**src/rtl/query_patch_pkg.sv**
```systemverilog
// Shared defaults and FSM state type for the query patch writer.
package query_patch_pkg;

   localparam int DATA_WIDTH_DEF = 11;
   localparam int PATCH_SIZE_DEF = 5;
   localparam int ADDR_WIDTH_DEF = 9;
   localparam int DEPTH_DEF      = 512;

   typedef enum logic [1:0] {
      S_IDLE  = 2'd0,
      S_FILL  = 2'd1,
      S_WRITE = 2'd2,
      S_DONE  = 2'd3
   } state_t;

endpackage

```
**src/rtl/query_patch_writer.sv**
```systemverilog
// Packs PATCH_SIZE streamed elements into one wide word and writes a frame of
// DEPTH such patches to consecutive addresses of a single-port memory.
module query_patch_writer
   import query_patch_pkg::*;
#(
   parameter int DATA_WIDTH = DATA_WIDTH_DEF,
   parameter int PATCH_SIZE = PATCH_SIZE_DEF,
   parameter int ADDR_WIDTH = ADDR_WIDTH_DEF,
   parameter int DEPTH      = DEPTH_DEF
) (
   input  logic                             clk,
   input  logic                             rst,
   input  logic                             start,
   input  logic                             in_valid,
   output logic                             in_ready,
   input  logic [DATA_WIDTH-1:0]            in_data,
   output logic                             csb0,
   output logic                             web0,
   output logic [ADDR_WIDTH-1:0]            addr0,
   output logic [DATA_WIDTH*PATCH_SIZE-1:0] wpatch0,
   output logic                             busy,
   output logic                             done,
   output logic [ADDR_WIDTH:0]              patch_count,
   output state_t                           dbg_state_o
);

   localparam int PW    = DATA_WIDTH * PATCH_SIZE;
   localparam int IDX_W = (PATCH_SIZE > 1) ? $clog2(PATCH_SIZE) : 1;
   localparam logic [IDX_W-1:0]      LAST_IDX  = IDX_W'(PATCH_SIZE - 1);
   localparam logic [ADDR_WIDTH-1:0] LAST_ADDR = ADDR_WIDTH'(DEPTH - 1);

   // Handshake: an element moves when in_valid and in_ready are both high at
   // a rising edge; in_ready is high only while filling a patch.

   state_t                  state_q, state_d;
   logic [IDX_W-1:0]        idx_q, idx_d;
   logic [ADDR_WIDTH-1:0]   addr_q, addr_d;
   logic [PW-1:0]           patch_q, patch_d;
   logic [ADDR_WIDTH:0]     cnt_q, cnt_d;
   logic                    strobe_q, strobe_d;
   logic [ADDR_WIDTH-1:0]   addr0_q, addr0_d;
   logic [PW-1:0]           wpatch0_q, wpatch0_d;
   logic                    last_elem;

   assign last_elem = in_valid && (idx_q == LAST_IDX);

   // State register
   always_ff @(posedge clk) begin
      if (rst) state_q <= S_IDLE;
      else     state_q <= state_d;
   end

   // Next-state logic
   always_comb begin
      state_d = state_q;
      case (state_q)
         S_IDLE, S_DONE: if (start) state_d = S_FILL;
         S_FILL:         if (last_elem) state_d = S_WRITE;
         S_WRITE:        state_d = (addr_q == LAST_ADDR) ? S_DONE : S_FILL;
         default:        state_d = S_IDLE;
      endcase
   end

   // Outputs decoded from state
   always_comb begin
      in_ready    = (state_q == S_FILL);
      busy        = (state_q == S_FILL) || (state_q == S_WRITE);
      done        = (state_q == S_DONE);
      dbg_state_o = state_q;
   end

   // Datapath next values; the memory strobe is asserted from the last
   // accepted element so it lands exactly on the WRITE cycle.
   always_comb begin
      idx_d     = idx_q;
      addr_d    = addr_q;
      patch_d   = patch_q;
      cnt_d     = cnt_q;
      strobe_d  = 1'b0;
      addr0_d   = addr0_q;
      wpatch0_d = wpatch0_q;
      case (state_q)
         S_IDLE, S_DONE: begin
            if (start) begin
               idx_d  = '0;
               addr_d = '0;
               cnt_d  = '0;
            end
         end
         S_FILL: begin
            if (in_valid) begin
               patch_d[int'(idx_q)*DATA_WIDTH +: DATA_WIDTH] = in_data;
               if (idx_q == LAST_IDX) begin
                  idx_d     = '0;
                  strobe_d  = 1'b1;
                  addr0_d   = addr_q;
                  wpatch0_d = patch_d;
               end else begin
                  idx_d = idx_q + IDX_W'(1);
               end
            end
         end
         S_WRITE: begin
            cnt_d = cnt_q + (ADDR_WIDTH+1)'(1);
            if (addr_q != LAST_ADDR) addr_d = addr_q + ADDR_WIDTH'(1);
         end
         default: ;
      endcase
   end

   always_ff @(posedge clk) begin
      if (rst) begin
         idx_q     <= '0;
         addr_q    <= '0;
         patch_q   <= '0;
         cnt_q     <= '0;
         strobe_q  <= 1'b0;
         addr0_q   <= '0;
         wpatch0_q <= '0;
      end else begin
         idx_q     <= idx_d;
         addr_q    <= addr_d;
         patch_q   <= patch_d;
         cnt_q     <= cnt_d;
         strobe_q  <= strobe_d;
         addr0_q   <= addr0_d;
         wpatch0_q <= wpatch0_d;
      end
   end

   assign csb0        = ~strobe_q;
   assign web0        = ~strobe_q;
   assign addr0       = addr0_q;
   assign wpatch0     = wpatch0_q;
   assign patch_count = cnt_q;

endmodule

```
**config.mk**
```make
export PLATFORM = sky130hd
export DESIGN_NAME = query_patch_writer
export DESIGN_NICKNAME = d
export VERILOG_FILES = /design/src/rtl/query_patch_pkg.sv /design/src/rtl/query_patch_writer.sv
export SDC_FILE = /design/constraint.sdc
export NUM_CORES = 1
export LEC_CHECK = 0
export BUFFER_PORTS_ARGS = -buffer_cell sky130_fd_sc_hd__buf_2
export CAP_MARGIN = 0
export CORE_ASPECT_RATIO = 0.7
export CORE_MARGIN = 5
export CORE_UTILIZATION = 38
export CTS_BUF_LIST = sky130_fd_sc_hd__clkbuf_8
export CTS_CLUSTER_SIZE = 8
export DETAILED_ROUTE_END_ITERATION = 6
export MAX_ROUTING_LAYER = met4
export PLACE_DENSITY_LB_ADDON = 0.25
export SKIP_LAST_GASP = 1
export SLEW_MARGIN = 30
export SYNTH_ARGS = -nofsm -noshare
export SYNTH_HDL_FRONTEND = slang
export SYNTH_SLANG_ARGS = --single-unit
export TNS_END_PERCENT = 100
```
**constraint.sdc**
```tcl
create_clock -name clk -period 2.2 [get_ports clk]
set_clock_uncertainty 0.05 [all_clocks]
set_input_delay 0.44 -clock clk [delete_from_list [all_inputs] [get_ports clk]]
set_output_delay 0.44 -clock clk [all_outputs]
set_load 0.1 [all_outputs]
```
==> out/results.ini, run 1 <==
[status]
status=finished clean

[timing]
fmax_mhz=475
layout_setup_ws_ns=0.0935
final_max_slew_viol_count=0
fin_crit_sh=0.957
hold_ws_ns=0.337
setup_tns_ns=0
hold_viol=0
tightest_slew_ns=0.637
finalSetupViolCount=0
fin_crit_ns=2.11
slew_headroom=0.575

[drt]
vias=5502
drt_pass1_iterations=6
routed_wl_mm=16.8
detail_route.wl_per_cell_um=16.2
avgViaCountPerCell=5.31
drt-initial-drc-count=395
drc=0
drtAntennaViolNets=0

[yosys]
synth_top_area_share=0.468
synth-edff-count=0
async_reset_ff_frac=0
synth_seq_area_share=0.468
synthCells=752
synth_warnings=0
synthTopCellsByArea=dfxtp_1 (47%), nor2_1 (6.8%), nand2_1 (6.2%)
ys_ff_latch=144
yosysUniqueCellTypes=44
synth_nets=780
ys.flop_type=dfxtp_1
post_synth.cell_area_avg_sq_um=8.19
yosys.area.top_type=dfxtp_1
synthesis.area_sq_mm=0.00616

[place]
dp_worst_setup_slack_ns=0.0650
hpwlAfterDp_mm=10.9
port_buffers=95
gp_congestion=0.785

[power]
switching_share=0.258
p_clk_frac=0.422
p_switching_w=0.00139
p_comb_frac=0.089
power_density_mw_per_mm2=734
ir_drop_v=0.000353
p_seq_frac=0.490
internal-power_w=0.00399
cellLeakagePower_nw=2.88

[final_layout]
post-route-util=0.467
drive_above_1_share=0.212
area_growth_pct=19.0
layout.nets=852
antenna_cells=0
fillers=1602

[worst_setup_path]
crit_path_max_fanout=6
ff2ff_path_depth=9
timing.rr.start=idx_q[1]
cp-end-kind=register
worst_r2r_endpoint=patch_q[2]
worst_setup_path_start_kind=register
cp.arrival_ns=2.37
rrSetupSlack_ns=0.09
path_class=register to register
crit_required_ns=2.46

[die]
die_w_um=162
die-area_sq_mm=0.0189
initial_core_util=0.393
die-height_um=117
num_rows=38
core_sq_mm=0.0157
io_pins=96

[grt]
grt.overflow.total=0
grt_max_degree=133
track_usage=0.182
antenna_found_initial=0
grt_pass1_vias=5044
grt_pass1_wl_mm=26.8

[cts]
clockBufferDepth=2
cts.htree.levels=4
cts_buffers=17
clk_latency_ns=0.44
ctsHoldBuffers=0
cts_root_buf=clkbuf_8
clock_sinks=144
clk_pin_slew_ns=0.08
cts_tree=built

[worst_hold_path]
min_path_cells=3
min_path_type=input port to register
hp-start=in_data[0]
hold_end=patch_q[33]

[run]
maxCapViolCount=0

per-layer routing:
layer  global-route usage  up-vias  routed length [um]
met3               0.0395       18                1080
met5                    -        -                   0
met2                0.257      160                7040
met4               0.0400        0                 175
met1                0.265     2578                8520
li1                     -     2746                   -
synth_stat cells, drive strengths merged, types with 8 or more instances:
master  count
mux2i      24
a21oi      62
nor3       25
nand4       8
nand3      73
a211oi     23
clkbuf     48
a311oi     23
buf        24
nand2     102
nor2      111
ha         13
dfxtp     144
a221oi     11
metrics by stage:
step,cell area [sq um],cells,total power [W]
2_1_floorplan,6180,752,0.00302
3_3_place_gp,6820,1001,0.00314
3_5_place_dp,6830,1001,0.00314
4_1_cts,7260,1032,0.00540
5_1_grt,7330,1036,0.00557
6_report,7330,1036,0.00538
cell type report:
cell class              instances  area (sq um)  area share
repair buffers                125           732      0.0998
clock inverters                14           191      0.0261
well taps                     200           250      0.0341
multi-input cells             529          3000       0.409
flip-flops and latches        144          2890       0.394
inverters                       7          30.0     0.00410
clock buffers                  17           234      0.0319
worst max path at each step:
| stage | start | to | cells past startpoint |
|---|---|---|---|
| 2_1_floorplan | dbg_state_o[0] | wpatch0[38] | 7 |
| 3_5_place_dp | idx_q[0] | patch_q[26] | 8 |
| 6_report | idx_q[1] | patch_q[2] | 9 |
| 3_3_place_gp | idx_q[0] | wpatch0[30] | 7 |
| 5_1_grt | idx_q[1] | patch_q[0] | 9 |
| 4_1_cts | dbg_state_o[0] | busy | 4 |
kinds of logic (layout without fill, tap and decap cells):
family                   count (synthesis)  count (layout)  synth area share
multiplexers                            26              26            0.0433
AND/OR/NAND/NOR                        350             350             0.254
adder cells (fa/ha/maj)                 13              13            0.0264
AO/OA/AOI/OAI                          131             131             0.140
buffers and inverters                   79             163            0.0551
XOR/XNOR                                 9               9            0.0128
flip-flops                             144             144             0.468
registers in the layout, summed over array words and instances, names as in the netlist:
register	count
patch_q	55
addr0	9
addr_q	9
wpatch0	55
strobe_q	1
dbg_state_o	2
idx_q	3
patch_count	10
repair_timing:
item	CTS	global route
resized for setup	2	11
cloned	0	1
pin swaps	0	2
setup buffers	0	3
endpoints found under the setup margin	1	68
placed cells by master (no fill, tap or decap), types with 17 or more instances in the layout:
cell type / synthesis / routed
nand2_1: 102 / 102
nor2_1: 111 / 111
a21oi_1: 62 / 62
dfxtp_1: 144 / 141
mux2i_1: 23 / 22
clkbuf_8: 0 / 17
a311oi_1: 23 / 23
nand3_1: 73 / 73
buf_4: 3 / 28
buf_2: 19 / 94
nor3_1: 25 / 25
a211oi_1: 23 / 23
power groups by stage:
stage	combinational, W	clock, W	sequential [W]
floorplan	0.000300	0	0.00272
global placement	0.000446	0	0.00270
detailed placement	0.000447	0	0.00270
CTS	0.000452	0.00231	0.00264
global route	0.000511	0.00242	0.00264
finish	0.000476	0.00227	0.00264
critical path: stages (launching register included):
cell and delay (ns):
dfxtp_1 0.33, inv_1 0.06, ha_2 0.18, ha_4 0.26
buf_4 0.13, nor3b_4 0.28, nand4_1 0.22, buf_2 0.25
mux2i_1 0.17, nor2_1 0.05
Note: power is estimated with default switching activity, not from simulation.
==> run 2: changes to the inputs <==
CAP_MARGIN = unset   (was 0)
CORE_MARGIN = unset   (was 5)
clock period = 2.45 ns   (was 2.2 ns; I/O delays follow)
==> run 2 against run 1 <==
- count of clock-buffer cells in the layout up 1
- global-route usage up 2.7 points
- largest cell class unchanged
- clock power down 21%
- core utilization down 1.1 points
==> out/results.ini, run 2 (synthesis gave the netlist of run 1 again) <==
[status]
status=finished clean

[worst_setup_path]
cp.arrival_ns=1.78  ; -0.59 ns
worst_r2r_endpoint=wpatch0[45]
path_class=register to primary output
rrSetupSlack_ns=0.27  ; +0.18 ns
crit_required_ns=1.91  ; -0.55 ns
cp-end-kind=primary output
crit_path_max_fanout=7  ; +1
worst_setup_path_start_kind=register
ff2ff_path_depth=8  ; -1
timing.rr.start=idx_q[0]

[drt]
avgViaCountPerCell=5.27  ; -0.79%
drtAntennaViolNets=0  ; unchanged
drt-initial-drc-count=425  ; +7.6%
drt_pass1_iterations=5  ; -1
vias=5406  ; -1.7%
routed_wl_mm=16.3  ; -3.3%
drc=0  ; unchanged
detail_route.wl_per_cell_um=15.8  ; -2.4%

[die]
die-height_um=109  ; -6.9%
die_w_um=154  ; -4.9%
initial_core_util=0.394  ; +0.00119
die-area_sq_mm=0.0167  ; -11%
num_rows=38  ; unchanged
io_pins=96  ; unchanged
core_sq_mm=0.0156  ; -0.30%

[final_layout]
layout.nets=841  ; -1.3%
antenna_cells=0  ; unchanged
drive_above_1_share=0.188  ; -0.0241
post-route-util=0.457  ; -0.0106
final_common_cell=dfxtp_1
most-common-layout-cells=dfxtp_1 (142), nor2_1 (111), nand2_1 (102)
area_growth_pct=16.0

[place]
dp_worst_setup_slack_ns=0.316  ; +0.251 ns
hpwlAfterDp_mm=10.2  ; -6.2%
gp_congestion=0.804  ; +2.5%
port_buffers=95  ; unchanged

[timing]
final_max_slew_viol_count=0  ; unchanged
fin_crit_sh=0.948
fin_crit_ns=2.32
fmax_mhz=431
rsz0062_at_grt=no
hold_viol=0  ; unchanged
setup_tns_ns=0  ; unchanged
tightest_slew_ns=0.666  ; +0.0285 ns
slew_headroom=0.553  ; -0.0223
layout_setup_ws_ns=0.128  ; +0.0342 ns
finalSetupViolCount=0  ; unchanged

[cts]
cts.htree.levels=4  ; unchanged
clock_sinks=144  ; unchanged
clockBufferDepth=2  ; unchanged
cts_root_buf=clkbuf_8
clk_latency_ns=0.45  ; about the same
cts_buffers=17  ; unchanged
clk_pin_slew_ns=0.09  ; about the same
cts_tree=built
ctsHoldBuffers=0  ; unchanged

[power]
cellLeakagePower_nw=2.81  ; -2.6%
ir_drop_v=0.000311  ; -12%
power_density_mw_per_mm2=639  ; -13%

[worst_hold_path]
hold_end=patch_q[43]
min_path_cells=3  ; unchanged
hp-start=in_data[10]
min_path_type=input port to register

[grt]
grt.overflow.total=0  ; unchanged
grt_max_degree=133  ; unchanged
track_usage=0.209  ; +0.0271
grt_pass1_wl_mm=26.2  ; -2.1%
antenna_found_initial=0  ; unchanged
grt_pass1_vias=4868  ; -3.5%

[run]
maxCapViolCount=0  ; unchanged

[run 2: changes by cell type in the layout (fill, tap and decap cells not counted), sizes merged]
cell / previous run / this run
buf: 125 / 113
bufinv: 4 / 2
clkbuf: 17 / 19
clkinv: 8 / 5
clkinvlp: 2 / 4
inv: 7 / 10
[run 2: critical path, cell delays in order (launching register included)]
cell and delay, ns:
dfxtp_2 0.41, inv_1 0.06, ha_1 0.41, inv_1 0.13, clkbuf_4 0.33
[run 2: layout make-up]
| cell class | count | area, sq um |
|---|---|---|
| Inverter | 7 | 26.3 |
| Timing Repair Buffer | 114 | 648 |
| Fill cell | 1553 | 8500 |
| Clock buffer | 18 | 248 |
| Clock inverter | 14 | 126 |
| Tap cell | 200 | 250 |
| Multi-Input combinational cell | 529 | 2960 |
| Sequential cell | 144 | 2890 |
[run 2: what timing repair did]
| action | in CTS | in global routing |
|---|---|---|
| setup buffers | 0 | 0 |
| endpoints found under the setup margin | 0 | 1 |
| resized for setup | 0 | 1 |
[run 2: how the worst max path moves through the flow]
| stage | start | end | cells after the start | slack [ns] |
|---|---|---|---|---|
| 2_1_floorplan | dbg_state_o[0] | busy | 4 | 0.06 |
| 5_1_grt | dbg_state_o[0] | busy | 4 | 0.03 |
| 3_5_place_dp | idx_q[0] | patch_q[17] | 8 | 0.32 |
| 6_report | dbg_state_o[0] | busy | 4 | 0.13 |
| 3_3_place_gp | idx_q[0] | wpatch0[24] | 7 | 0.13 |
| 4_1_cts | dbg_state_o[0] | busy | 4 | 0.007 |
[run 2: stage by stage]
stage	hold WS (ns)	instances	cell area (sq um)	total power, W
after floorplan	0.382	752	6170	0.00271
after global placement	0.392	994	6760	0.00281
after detailed placement	0.397	994	6770	0.00281
after CTS	0.337	1026	7140	0.00460
after global routing	0.354	1026	7140	0.00475
final	0.362	1026	7140	0.00456
[run 2: power breakdown]
part	internal, W	switching, W	total, W
registers	0.00236	0.0000124	0.00237
logic	0.000102	0.000291	0.000393
clock network	0.000908	0.000895	0.00180
[run 2: routing by layer]
metal / global-route usage / wire [um]
met5: - / 0
met2: 0.275 / 6500
met4: 0.0571 / 182
met1: 0.309 / 8550
met3: 0.0501 / 1020
